File: config.mk
export PLATFORM = sky130hd
export DESIGN_NAME = or_logic_pipe_flat
export DESIGN_NICKNAME = d
export VERILOG_FILES = /design/src/rtl/or_logic_pipe_pkg.sv /design/src/rtl/or_logic_pipe_if.sv /design/src/rtl/or_logic_pipe_stage.sv /design/src/rtl/or_logic_pipe.sv /design/src/flat_wrapper.sv
export SDC_FILE = /design/constraint.sdc
export NUM_CORES = 1
export LEC_CHECK = 0
export ABC_AREA = 1
export CELL_PAD_IN_SITES_DETAIL_PLACEMENT = 1
export CELL_PAD_IN_SITES_GLOBAL_PLACEMENT = 1
export CORE_ASPECT_RATIO = 0.9
export CORE_MARGIN = 2
export CORE_UTILIZATION = 40
export CTS_BUF_LIST = sky130_fd_sc_hd__clkbuf_16
export DETAILED_ROUTE_END_ITERATION = 16
export GPL_TIMING_DRIVEN = 0
export HOLD_SLACK_MARGIN = 0.15
export PLACE_DENSITY_LB_ADDON = 0.3
export SYNTH_ARGS = -nofsm -noshare
export SYNTH_HDL_FRONTEND = slang
export SYNTH_HIERARCHICAL = 1
export SYNTH_SLANG_ARGS = --single-unit
export TNS_END_PERCENT = 1
File: constraint.sdc
create_clock -name clkpos -period 3.61 [get_ports clkpos]
set_input_delay 0.361 -clock clkpos [delete_from_list [all_inputs] [get_ports clkpos]]
set_output_delay 0.361 -clock clkpos [all_outputs]
set_load 0.01 [all_outputs]
File: src/rtl/or_logic_pipe_pkg.sv
// Shared types and the per-lane logic function for the pipelined logic unit.
package or_logic_pipe_pkg;

  typedef enum logic [1:0] {
    OP_AND = 2'b00,
    OP_OR  = 2'b01,
    OP_XOR = 2'b10,
    OP_NOR = 2'b11
  } op_e;

  // Single-lane operation; the top applies it across every bit, so any width works.
  function automatic logic logic_f(input op_e op, input logic a, input logic b);
    logic r;
    case (op)
      OP_AND:  r = a & b;
      OP_OR:   r = a | b;
      OP_XOR:  r = a ^ b;
      OP_NOR:  r = ~(a | b);
      default: r = 1'b0;
    endcase
    return r;
  endfunction

endpackage

File: src/rtl/or_logic_pipe_if.sv
// Operand/result handshake bundle for the pipelined logic unit.
interface or_logic_pipe_if
  import or_logic_pipe_pkg::*;
#(
  parameter int unsigned WIDTH = 16
);
  logic             in_valid;
  logic             in_ready;
  op_e              op;
  logic [WIDTH-1:0] a;
  logic [WIDTH-1:0] b;
  logic             out_valid;
  logic             out_ready;
  logic [WIDTH-1:0] out;
  logic             zero;

  // Producer/consumer side.
  modport master (
    output in_valid, op, a, b, out_ready,
    input  in_ready, out_valid, out, zero
  );

  // Logic unit side.
  modport slave (
    input  in_valid, op, a, b, out_ready,
    output in_ready, out_valid, out, zero
  );
endinterface

File: src/rtl/or_logic_pipe_stage.sv
// One pipeline slot: valid bit plus result and zero flag, advanced by acc_i.
module or_logic_pipe_stage #(
  parameter int unsigned WIDTH = 16
) (
  input  logic             clk_i,
  input  logic             rst_ni,
  input  logic             acc_i,
  input  logic             valid_i,
  input  logic [WIDTH-1:0] data_i,
  input  logic             zero_i,
  output logic             valid_o,
  output logic [WIDTH-1:0] data_o,
  output logic             zero_o
);

  logic             valid_q, valid_d;
  logic [WIDTH-1:0] data_q, data_d;
  logic             zero_q, zero_d;

  // Take whatever sits upstream (beat or bubble) when allowed to advance; payload only
  // changes for a real beat, so an emptied slot keeps its last value.
  always_comb begin
    valid_d = valid_q;
    data_d  = data_q;
    zero_d  = zero_q;
    if (acc_i) begin
      valid_d = valid_i;
      if (valid_i) begin
        data_d = data_i;
        zero_d = zero_i;
      end
    end
  end

  // Slot registers; reset empties the slot and leaves a zero result.
  always_ff @(posedge clk_i or negedge rst_ni) begin
    if (!rst_ni) begin
      valid_q <= 1'b0;
      data_q  <= '0;
      zero_q  <= 1'b1;
    end else begin
      valid_q <= valid_d;
      data_q  <= data_d;
      zero_q  <= zero_d;
    end
  end

  assign valid_o = valid_q;
  assign data_o  = data_q;
  assign zero_o  = zero_q;

endmodule

File: src/rtl/or_logic_pipe.sv
// Pipelined bitwise logic unit (AND/OR/XOR/NOR) with zero flag and full back-pressure.
module or_logic_pipe
  import or_logic_pipe_pkg::*;
#(
  parameter int unsigned WIDTH = 16,
  parameter int unsigned DEPTH = 2
) (
  input  logic             clkpos,
  input  logic             rstn,
  input  logic             vdd,
  input  logic             vss,
  or_logic_pipe_if.slave   bus
);

  logic             pwr_ok;
  logic             run;
  logic [WIDTH-1:0] r;
  logic             r_zero;
  logic [DEPTH-1:0] v;
  logic [DEPTH:0]   acc;
  logic [WIDTH-1:0] data [DEPTH];
  logic [DEPTH-1:0] zf;

  assign pwr_ok = vdd & ~vss;
  // Reset also holds off the input so in_ready is low while rstn is low.
  assign run    = pwr_ok & rstn;

  // Combinational op mux ahead of stage 0, applied lane by lane.
  always_comb begin
    r = '0;
    for (int i = 0; i < int'(WIDTH); i++) begin
      r[i] = logic_f(bus.op, bus.a[i], bus.b[i]);
    end
    r_zero = ~|r;
  end

  // Ready chain from the output back to the input; a slot advances if empty or if the
  // slot after it advances, so bubbles collapse.
  always_comb begin
    acc        = '0;
    acc[DEPTH] = bus.out_ready;
    for (int i = int'(DEPTH) - 1; i >= 0; i--) begin
      acc[i] = run & (~v[i] | acc[i+1]);
    end
  end

  for (genvar g = 0; g < DEPTH; g++) begin : g_stage
    logic             valid_in;
    logic [WIDTH-1:0] data_in;
    logic             zero_in;

    if (g == 0) begin : g_first
      assign valid_in = bus.in_valid;
      assign data_in  = r;
      assign zero_in  = r_zero;
    end else begin : g_rest
      assign valid_in = v[g-1];
      assign data_in  = data[g-1];
      assign zero_in  = zf[g-1];
    end

    or_logic_pipe_stage #(
      .WIDTH (WIDTH)
    ) u_stage (
      .clk_i   (clkpos),
      .rst_ni  (rstn),
      .acc_i   (acc[g]),
      .valid_i (valid_in),
      .data_i  (data_in),
      .zero_i  (zero_in),
      .valid_o (v[g]),
      .data_o  (data[g]),
      .zero_o  (zf[g])
    );
  end

  assign bus.in_ready  = acc[0];
  assign bus.out_valid = v[DEPTH-1] & pwr_ok;
  assign bus.out       = data[DEPTH-1];
  assign bus.zero      = zf[DEPTH-1];

endmodule

File: src/flat_wrapper.sv
// flat-port wrapper written by rule: the top's interface ports become plain ports
module or_logic_pipe_flat import or_logic_pipe_pkg::*;
#(
  parameter int unsigned WIDTH = 16,
  parameter int unsigned DEPTH = 2
)
  (clkpos, rstn, vdd, vss, bus_in_valid, bus_op, bus_a, bus_b, bus_out_ready, bus_in_ready, bus_out_valid, bus_out, bus_zero);
  or_logic_pipe_if #(.WIDTH(WIDTH)) bus_i ();
  input  logic clkpos;
  input  logic rstn;
  input  logic vdd;
  input  logic vss;
  input wire logic [$bits(bus_i.in_valid)-1:0] bus_in_valid;
  input wire logic [$bits(bus_i.op)-1:0] bus_op;
  input wire logic [$bits(bus_i.a)-1:0] bus_a;
  input wire logic [$bits(bus_i.b)-1:0] bus_b;
  input wire logic [$bits(bus_i.out_ready)-1:0] bus_out_ready;
  output wire logic [$bits(bus_i.in_ready)-1:0] bus_in_ready;
  output wire logic [$bits(bus_i.out_valid)-1:0] bus_out_valid;
  output wire logic [$bits(bus_i.out)-1:0] bus_out;
  output wire logic [$bits(bus_i.zero)-1:0] bus_zero;
  assign bus_i.in_valid = bus_in_valid;
  assign bus_i.op = bus_op;
  assign bus_i.a = bus_a;
  assign bus_i.b = bus_b;
  assign bus_i.out_ready = bus_out_ready;
  assign bus_in_ready = bus_i.in_ready;
  assign bus_out_valid = bus_i.out_valid;
  assign bus_out = bus_i.out;
  assign bus_zero = bus_i.zero;
  or_logic_pipe #(.WIDTH(WIDTH), .DEPTH(DEPTH)) u_core (.clkpos(clkpos), .rstn(rstn), .vdd(vdd), .vss(vss), .bus(bus_i));
endmodule
### Word level (Yosys, flattened, before mapping)

Cells that the tools add are included.

* register bits after elaboration: 36
* word-level logic and storage cells: 104
* output and inout bits: 19
* input bits: 40

* reductions and logical operators: 5
* equal/unequal tests: 3
* multiplexer cells: 16
* bitwise logic cells: 74

Operators by type and width (number)
* $pmux W1 S4: 16
* $and A1 B1 Y1: 21
* $not A1 Y1: 19
* $or A1 B1 Y1: 18
* $reduce_or A16 Y1: 1
* $xor A1 B1 Y1: 16
* $eq A2 B2 Y1 const B: 2
* $reduce_and A2 Y1: 2
* $eq A2 B1 Y1 const B: 1
* $logic_not A2 Y1: 1
* $logic_not A1 Y1: 1

### Longest topological paths before layout

Gate-level depths: netlist (run 1).

* depth in word-level cells: 7
* depth in mapped cells: 12
* mapped depth without buffers: 12

### Hierarchy

Netlist (run 1), hierarchy kept.

By module, submodules not included
* or_logic_pipe_stage: times used 2, seq. area each 451.7 um^2, area each 765.7 um^2, cells each 77
* or_logic_pipe: times used 1, seq. area each 0.0 um^2, area each 1302.5 um^2, cells each 238

### Least setup slack after synthesis (run 1)

No wires, ideal clock.

* path type: input to register
* start point: in vdd
* end point: reg u_core.g_stage[0].u_stage.data_q[10]
* path buffers: 2
* path slack: 2.173 ns
* required time: 3.494 ns
* arrival: 1.321 ns
* cell stages on the path: 9
* setup time: 0.116 ns
* path through: inv_1 nor2_1 nand2_1 a31oi_1 buf_6 nand2_8 buf_8 nand2_1 nand2_1

* longest elaborated chain between the ends: 6

Ends and longest elaborated chain
* from (decl): RTL line flat_wrapper.sv:11 `input logic vdd;`
* $and A1 B1 Y1 (*): RTL line or_logic_pipe.sv:24 `assign pwr_ok = vdd & ~vss;`
* $and A1 B1 Y1 (*): RTL line or_logic_pipe.sv:26 `assign run = pwr_ok & rstn;`
* $and A1 B1 Y1: RTL line or_logic_pipe.sv:43 `acc[i] = run & (~v[i] | acc[i+1]);`
* $or A1 B1 Y1: RTL line or_logic_pipe.sv:43
* $and A1 B1 Y1 (*): RTL line or_logic_pipe.sv:43
* net bus_in_ready: RTL line flat_wrapper.sv:18 `output wire logic [$bits(bus_i.in_ready)-1:0] bus_in_ready;`
* $reduce_and A2 Y1 (no line) (*)
* to (signal assigned): RTL line or_logic_pipe_stage.sv:43 `data_q <= data_d;`
* to (decl): RTL line or_logic_pipe_stage.sv:17 `logic [WIDTH-1:0] data_q, data_d;`

The timed path passes the listed nets; every way through them passes the cells marked *.
A chain may end at the register's enable or synchronous reset.

### Worst setup path after layout (run 1)

* start point: in rstn
* end point: out bus_in_ready

* longest elaborated chain between the ends: 4

Ends and longest elaborated chain
* from (decl): RTL line flat_wrapper.sv:10 `input logic rstn;`
* $and A1 B1 Y1 (*): RTL line or_logic_pipe.sv:26
* $and A1 B1 Y1: RTL line or_logic_pipe.sv:43
* $or A1 B1 Y1: RTL line or_logic_pipe.sv:43
* $and A1 B1 Y1 (*): RTL line or_logic_pipe.sv:43
* to (decl): RTL line flat_wrapper.sv:18

Every way passes the cells marked *; elsewhere a longest branch is shown, timed or not.

==> metrics.cfg, run 1 <==
[worst_setup_path]
path_max_fanout=37
cp.required_ns=3.25
critPathArrivalTime_ns=1.99
cpMaxStageDelayCell=buf_2
crit_path_max_incr_delay_ns=0.59
cp-end-kind=primary output
crit_family=buffers and inverters
r2r_slack_ns=2.25
cp_num_buf_inv=2
startpoint_type=input pin
crit_chain=buf_2 -> nand2_1 -> a31oi_1 -> clkdlybuf4s50_1
critical_path_class=in -> out

[synthesis]
syn_area_sq_um=2830
synth.net_count=464
syn_inst=392
synth_top_area_cell=dfrtp_1
synth_top_area_share_pct=30.0
synth_cell_type_count=24
yosysWarnings=6
ys_ff_latch=36
synthTopCellsByArea=dfrtp_1 30%, ha_1 14%, nand3_1 14%
seq_area_frac_synth_pct=31.9
syn-mean-instance-area_sq_um=7.23

[layout]
layout-drive-gt1-share_pct=8.77
layout_common_cells=85 x nand2_1, 80 x nand3_1, 78 x inv_1
stdcell_area_sq_um=3670
fin_util_pct=52.7
fin_cells=549
final_common_cell=nand2_1
area_growth_pct=29.6
n_antenna_cell=0
nets=527

[detailed_routing]
top_layer_used=met4
wl_per_cell_microns=12.6
wl_mm=6.91
wl_met3_microns=243
vias_per_cell=4.73
wl_met1_mm=2.96
postRouteAntennaNets=0
wl_met2_mm=3.65
drtPass1Iterations=4
drc=0
first_iter_violations=54
vias=2598

[timing]
max-slew-margin-rel_pct=48.1
maxSlewViolCount=0
finalHoldViolCount=0
setup_viol=0
finalCriticalPeriod_ns=2.35
finalWorstSetupSlack_ns=1.26
whs_ns=0.159
fin_crit_sh_pct=65.2
rsz0062_at_grt=no
max_freq_ghz=0.425
clock_skew_ns=0.00436
fin_setup_tns_ns=0
tightest_slew_ns=0.779

[global_route]
grt_pass1_vias=2786
grt_max_degree=38
antenna_found_initial=0
grt_pass1_wl_mm=12.3
grt_overflow=0
grt_usage_pct=19.3

[flow_run]
cap_violations=0

[floorplanning]
die_w_microns=92.7
core_sq_um=6970
start_util_pct=40.7
die_h_microns=83.9
pin_count=59
num_rows=29
fp.dieArea_sq_um=7780

[placement]
io_buffers=56
placed_area_sq_um=3510
dp_hpwl_mm=5.50
dp_cells=541
gp_congestion=0.759
dpl_worst_slack_ns=1.20

[clocking]
ctsResizeCount=0
cts.sinks=36
numCtsBuffers=5
htreeDepth=2
ctsHoldBuffers=0
cts_tree=done
cts_root_buf=clkbuf_16
cts_max_path_buffers=2
cts_setup_buffers=0
clkLatencyLatePin_ns=0.28
cts.clk_slew.worst_paths_ns=0.06

[pwr]
ir_worst_vdd_v=0.000240
p_leak_nw=2.02
power_mw=1.61
powerDensity_nw_per_um2=438

[run_status]
status=completed

[hold_path]
min_path_type=in -> async

layout make-up:
| type | count | area, sq um |
|---|---|---|
| Multi-Input combinational cell | 257 | 1440 |
| Buffer | 19 | 184 |
| Timing Repair Buffer | 56 | 556 |
| Clock inverter | 3 | 42.5 |
| Clock buffer | 5 | 125 |
| Sequential cell | 36 | 903 |
| Fill cell | 932 | 3290 |
| Inverter | 80 | 303 |
| Tap cell | 93 | 116 |
per-layer routing:
metal / track usage [%] / up-vias
met1: 22.6 / 1215
li1: - / 1321
met2: 37.0 / 57
met3: 1.90 / 5
met4: 5.08 / 0
met5: 0 / -
kinds of logic after synthesis:
family / Yosys count / synth area share [%]
simple gates: 221 / 36.1
buf+inv: 99 / 17.2
flops: 36 / 31.9
fa+ha+maj: 32 / 14.1
compound gates: 4 / 0.751
flip-flops by register name, indices dropped and copies added (netlist names):
| name | cells |
|---|---|
| u_core/g_stage.u_stage/data_o | 32 |
| u_core/g_stage.u_stage/zero_o | 2 |
| u_core/g_stage.u_stage/valid_o | 2 |
path summary, 6_finish.rpt:
check,start,endpoint,cells after the start
worst max-delay path,rstn,bus_in_ready,4
worst min-delay path,rstn,u_core/g_stage[1].u_stage/data_o[13],1
worst max register to register,u_core/g_stage[0].u_stage/valid_o,u_core/g_stage[0].u_stage/data_o[4],6
worst min register to register,u_core/g_stage[1].u_stage/zero_o,u_core/g_stage[1].u_stage/zero_o,2
max in group asynchronous,rstn,u_core/g_stage[0].u_stage/data_o[13],1
min in group clkpos,bus_in_valid,u_core/g_stage[0].u_stage/zero_o,3
Yosys cell counts (all sizes together):
cell type	number
dfrtp	34
ha	32
buf	16
o21ai	2
dfstp	2
a31oi	1
nand3b	7
nor2	39
nand2	92
inv	80
clkbuf	3
a21oi	1
nor3b	1
nand3	82
report_power, final:
group          leakage [nW]  internal (mW)  switching (mW)
clock                0.0798          0.324           0.161
combinational          1.47          0.269           0.259
sequential            0.464          0.523          0.0732
(Power assumes the default switching activity.)
==> inputs of run 2 (changes only) <==
--- a/config.mk
+++ b/config.mk
@@ -10,7 +10,7 @@
 export CELL_PAD_IN_SITES_GLOBAL_PLACEMENT = 1
 export CORE_ASPECT_RATIO = 0.9
 export CORE_MARGIN = 2
-export CORE_UTILIZATION = 40
+export CORE_UTILIZATION = 33
 export CTS_BUF_LIST = sky130_fd_sc_hd__clkbuf_16
 export DETAILED_ROUTE_END_ITERATION = 16
 export GPL_TIMING_DRIVEN = 0
==> constraint.sdc (replaced) <==
create_clock -name clkpos -period 1.9 [get_ports clkpos]
set_input_delay 0.19 -clock clkpos [delete_from_list [all_inputs] [get_ports clkpos]]
set_output_delay 0.19 -clock clkpos [all_outputs]
set_load 0.01 [all_outputs]
==> metrics.cfg, run 2 (synthesis gave the netlist of run 1 again) <==
[timing]
max_freq_ghz=0.585
max-slew-margin-rel_pct=69.1
maxSlewViolCount=0
clock_skew_ns=0.00334
whs_ns=0.167
finalHoldViolCount=0
rsz0062_at_grt=no
fin_crit_sh_pct=89.9
finalCriticalPeriod_ns=1.71
tightest_slew_ns=0.462
setup_viol=0

[pwr]
ir_worst_vdd_v=0.000333
p_leak_nw=2.04
powerDensity_nw_per_um2=776
power_mw=2.88

[clocking]
cts.clk_slew.worst_paths_ns=0.05
cts_tree=done
clkLatencyLatePin_ns=0.28
numCtsBuffers=5
cts_setup_buffers=0
cts.sinks=36
cts_root_buf=clkbuf_16
htreeDepth=2
cts_max_path_buffers=2

[worst_setup_path]
cp-end-kind=flop
path_max_fanout=10
critical_path_class=in -> reg
startpoint_type=input pin
cp.required_ns=2.12
critPathArrivalTime_ns=1.93

[floorplanning]
num_rows=32
pin_count=59
die_w_microns=102
fp.dieArea_sq_um=9350
start_util_pct=33.5
die_h_microns=91.9
core_sq_um=8450

[layout]
n_antenna_cell=0
regArea_sq_um=903
final_common_cell=nand2_1
largest_reg_flops=32
layout_common_cells=85 x nand2_1, 80 x inv_1, 80 x nand3_1
multi_input_area_sq_um=1450
fillers=1065
area_growth_pct=31.2
fin_util_pct=44.0
nets=529
layout-drive-gt1-share_pct=8.73

[placement]
io_buffers=56
gp_congestion=0.724
dp_hpwl_mm=5.40

[detailed_routing]
drc=0
postRouteAntennaNets=0
first_iter_violations=44
drtPass1Iterations=4
vias=2570
wl_per_cell_microns=11.7
vias_per_cell=4.45
wl_mm=6.77

[global_route]
grt_pass1_wl_mm=11.8
grt_overflow=0
grt_usage_pct=15.6
grt_max_degree=35
antenna_found_initial=0
grt_pass1_vias=2663

[run_status]
status=completed

[flow_run]
cap_violations=0

[hold_path]
min_path_type=in -> reg

## run 2: changes by cell type in the layout (fill, tap and decap cells not counted)
| cell | change |
|---|---|
| buf_12 | +1 |
| dlymetal6s2s_1 | +1 |
| buf_4 | +1 |
| bufinv_16 | -1 |
| clkdlybuf4s50_1 | -1 |
| clkinvlp_4 | -1 |
| a31oi_2 | +1 |
| a31oi_1 | -1 |
| inv_1 | +2 |
| buf_2 | -1 |
| dlygate4sd3_1 | +1 |
## run 2: per-stage QoR
| step | TNS (ns) | setup slack [ns] | instance area (sq um) | instances |
|---|---|---|---|---|
| 2_1_floorplan | 0 | 0.577 | 2830 | 392 |
| 3_3_place_gp | -41.59 | -1.20 | 3540 | 567 |
| 3_5_place_dp | -0.967 | -0.206 | 3540 | 567 |
| 4_1_cts | 0 | 0.0527 | 3710 | 577 |
| 5_1_grt | 0 | 0.0509 | 3720 | 577 |
| 6_report | 0 | 0.192 | 3720 | 577 |
## run 2: worst max-delay path: stages
cell and delay, ns:
clkdlybuf4s50_1 0.57, inv_2 0.07, buf_2 0.19, nand3b_1 0.10, nand3_1 0.07, nor2_1 0.21
nand2_1 0.09, nor2_1 0.10, nand2_1 0.07, nor2_1 0.11, nand3_1 0.09, nand2_1 0.07
## run 2: timing repair
action                                 4_1_cts  5_1_grt
pin swaps                                    0        0
resized for setup                            2        1
setup endpoints to repair                    1        1
hold buffers                                 2        0
endpoints found under the hold margin       34        0
## run 2: cell type report
class                           count  share of cell area [%]
Clock inverter                      3                   0.337
Clock buffer                        5                    3.37
Sequential cell                    36                    24.3
Timing Repair Buffer               58                    15.9
Tap cell                          119                    4.01
Inverter                           80                    8.15
Buffer                             19                    4.95
Multi-Input combinational cell    257                    39.0
## run 2: final timing paths
kind | start | to | slack, ns | depth (start not counted)
min in group asynchronous | rstn | u_core/g_stage[1].u_stage/zero_o | 0.55 | 2
worst min-delay path | bus_in_valid | u_core/g_stage[0].u_stage/zero_o | 0.17 | 3
worst min register to register | u_core/g_stage[0].u_stage/zero_o | u_core/g_stage[0].u_stage/zero_o | 0.46 | 2
worst max-delay path | bus_op[1] | u_core/g_stage[0].u_stage/zero_o | 0.19 | 12
max in group asynchronous | rstn | u_core/g_stage[0].u_stage/data_o[10] | 1.14 | 3
worst max register to register | u_core/g_stage[0].u_stage/valid_o | u_core/g_stage[0].u_stage/data_o[7] | 0.59 | 6
## run 2: per-layer routing
metal	vias to the layer above	part of all wire (%)	track usage, %
met1	1180	48	19.4
met5	-	0	0
li1	1330	-	-
met3	8	2.9	1.68
met2	52	47	27.4
met4	0	1.5	5.86
## run 2: report_power, final
group	internal (mW)	leakage (nW)	switching (mW)	total (mW)
logic	0.516	1.50	0.479	0.995
clock network	0.473	0.0762	0.282	0.754
registers	0.994	0.464	0.139	1.13
total	1.98	2.04	0.900	2.88
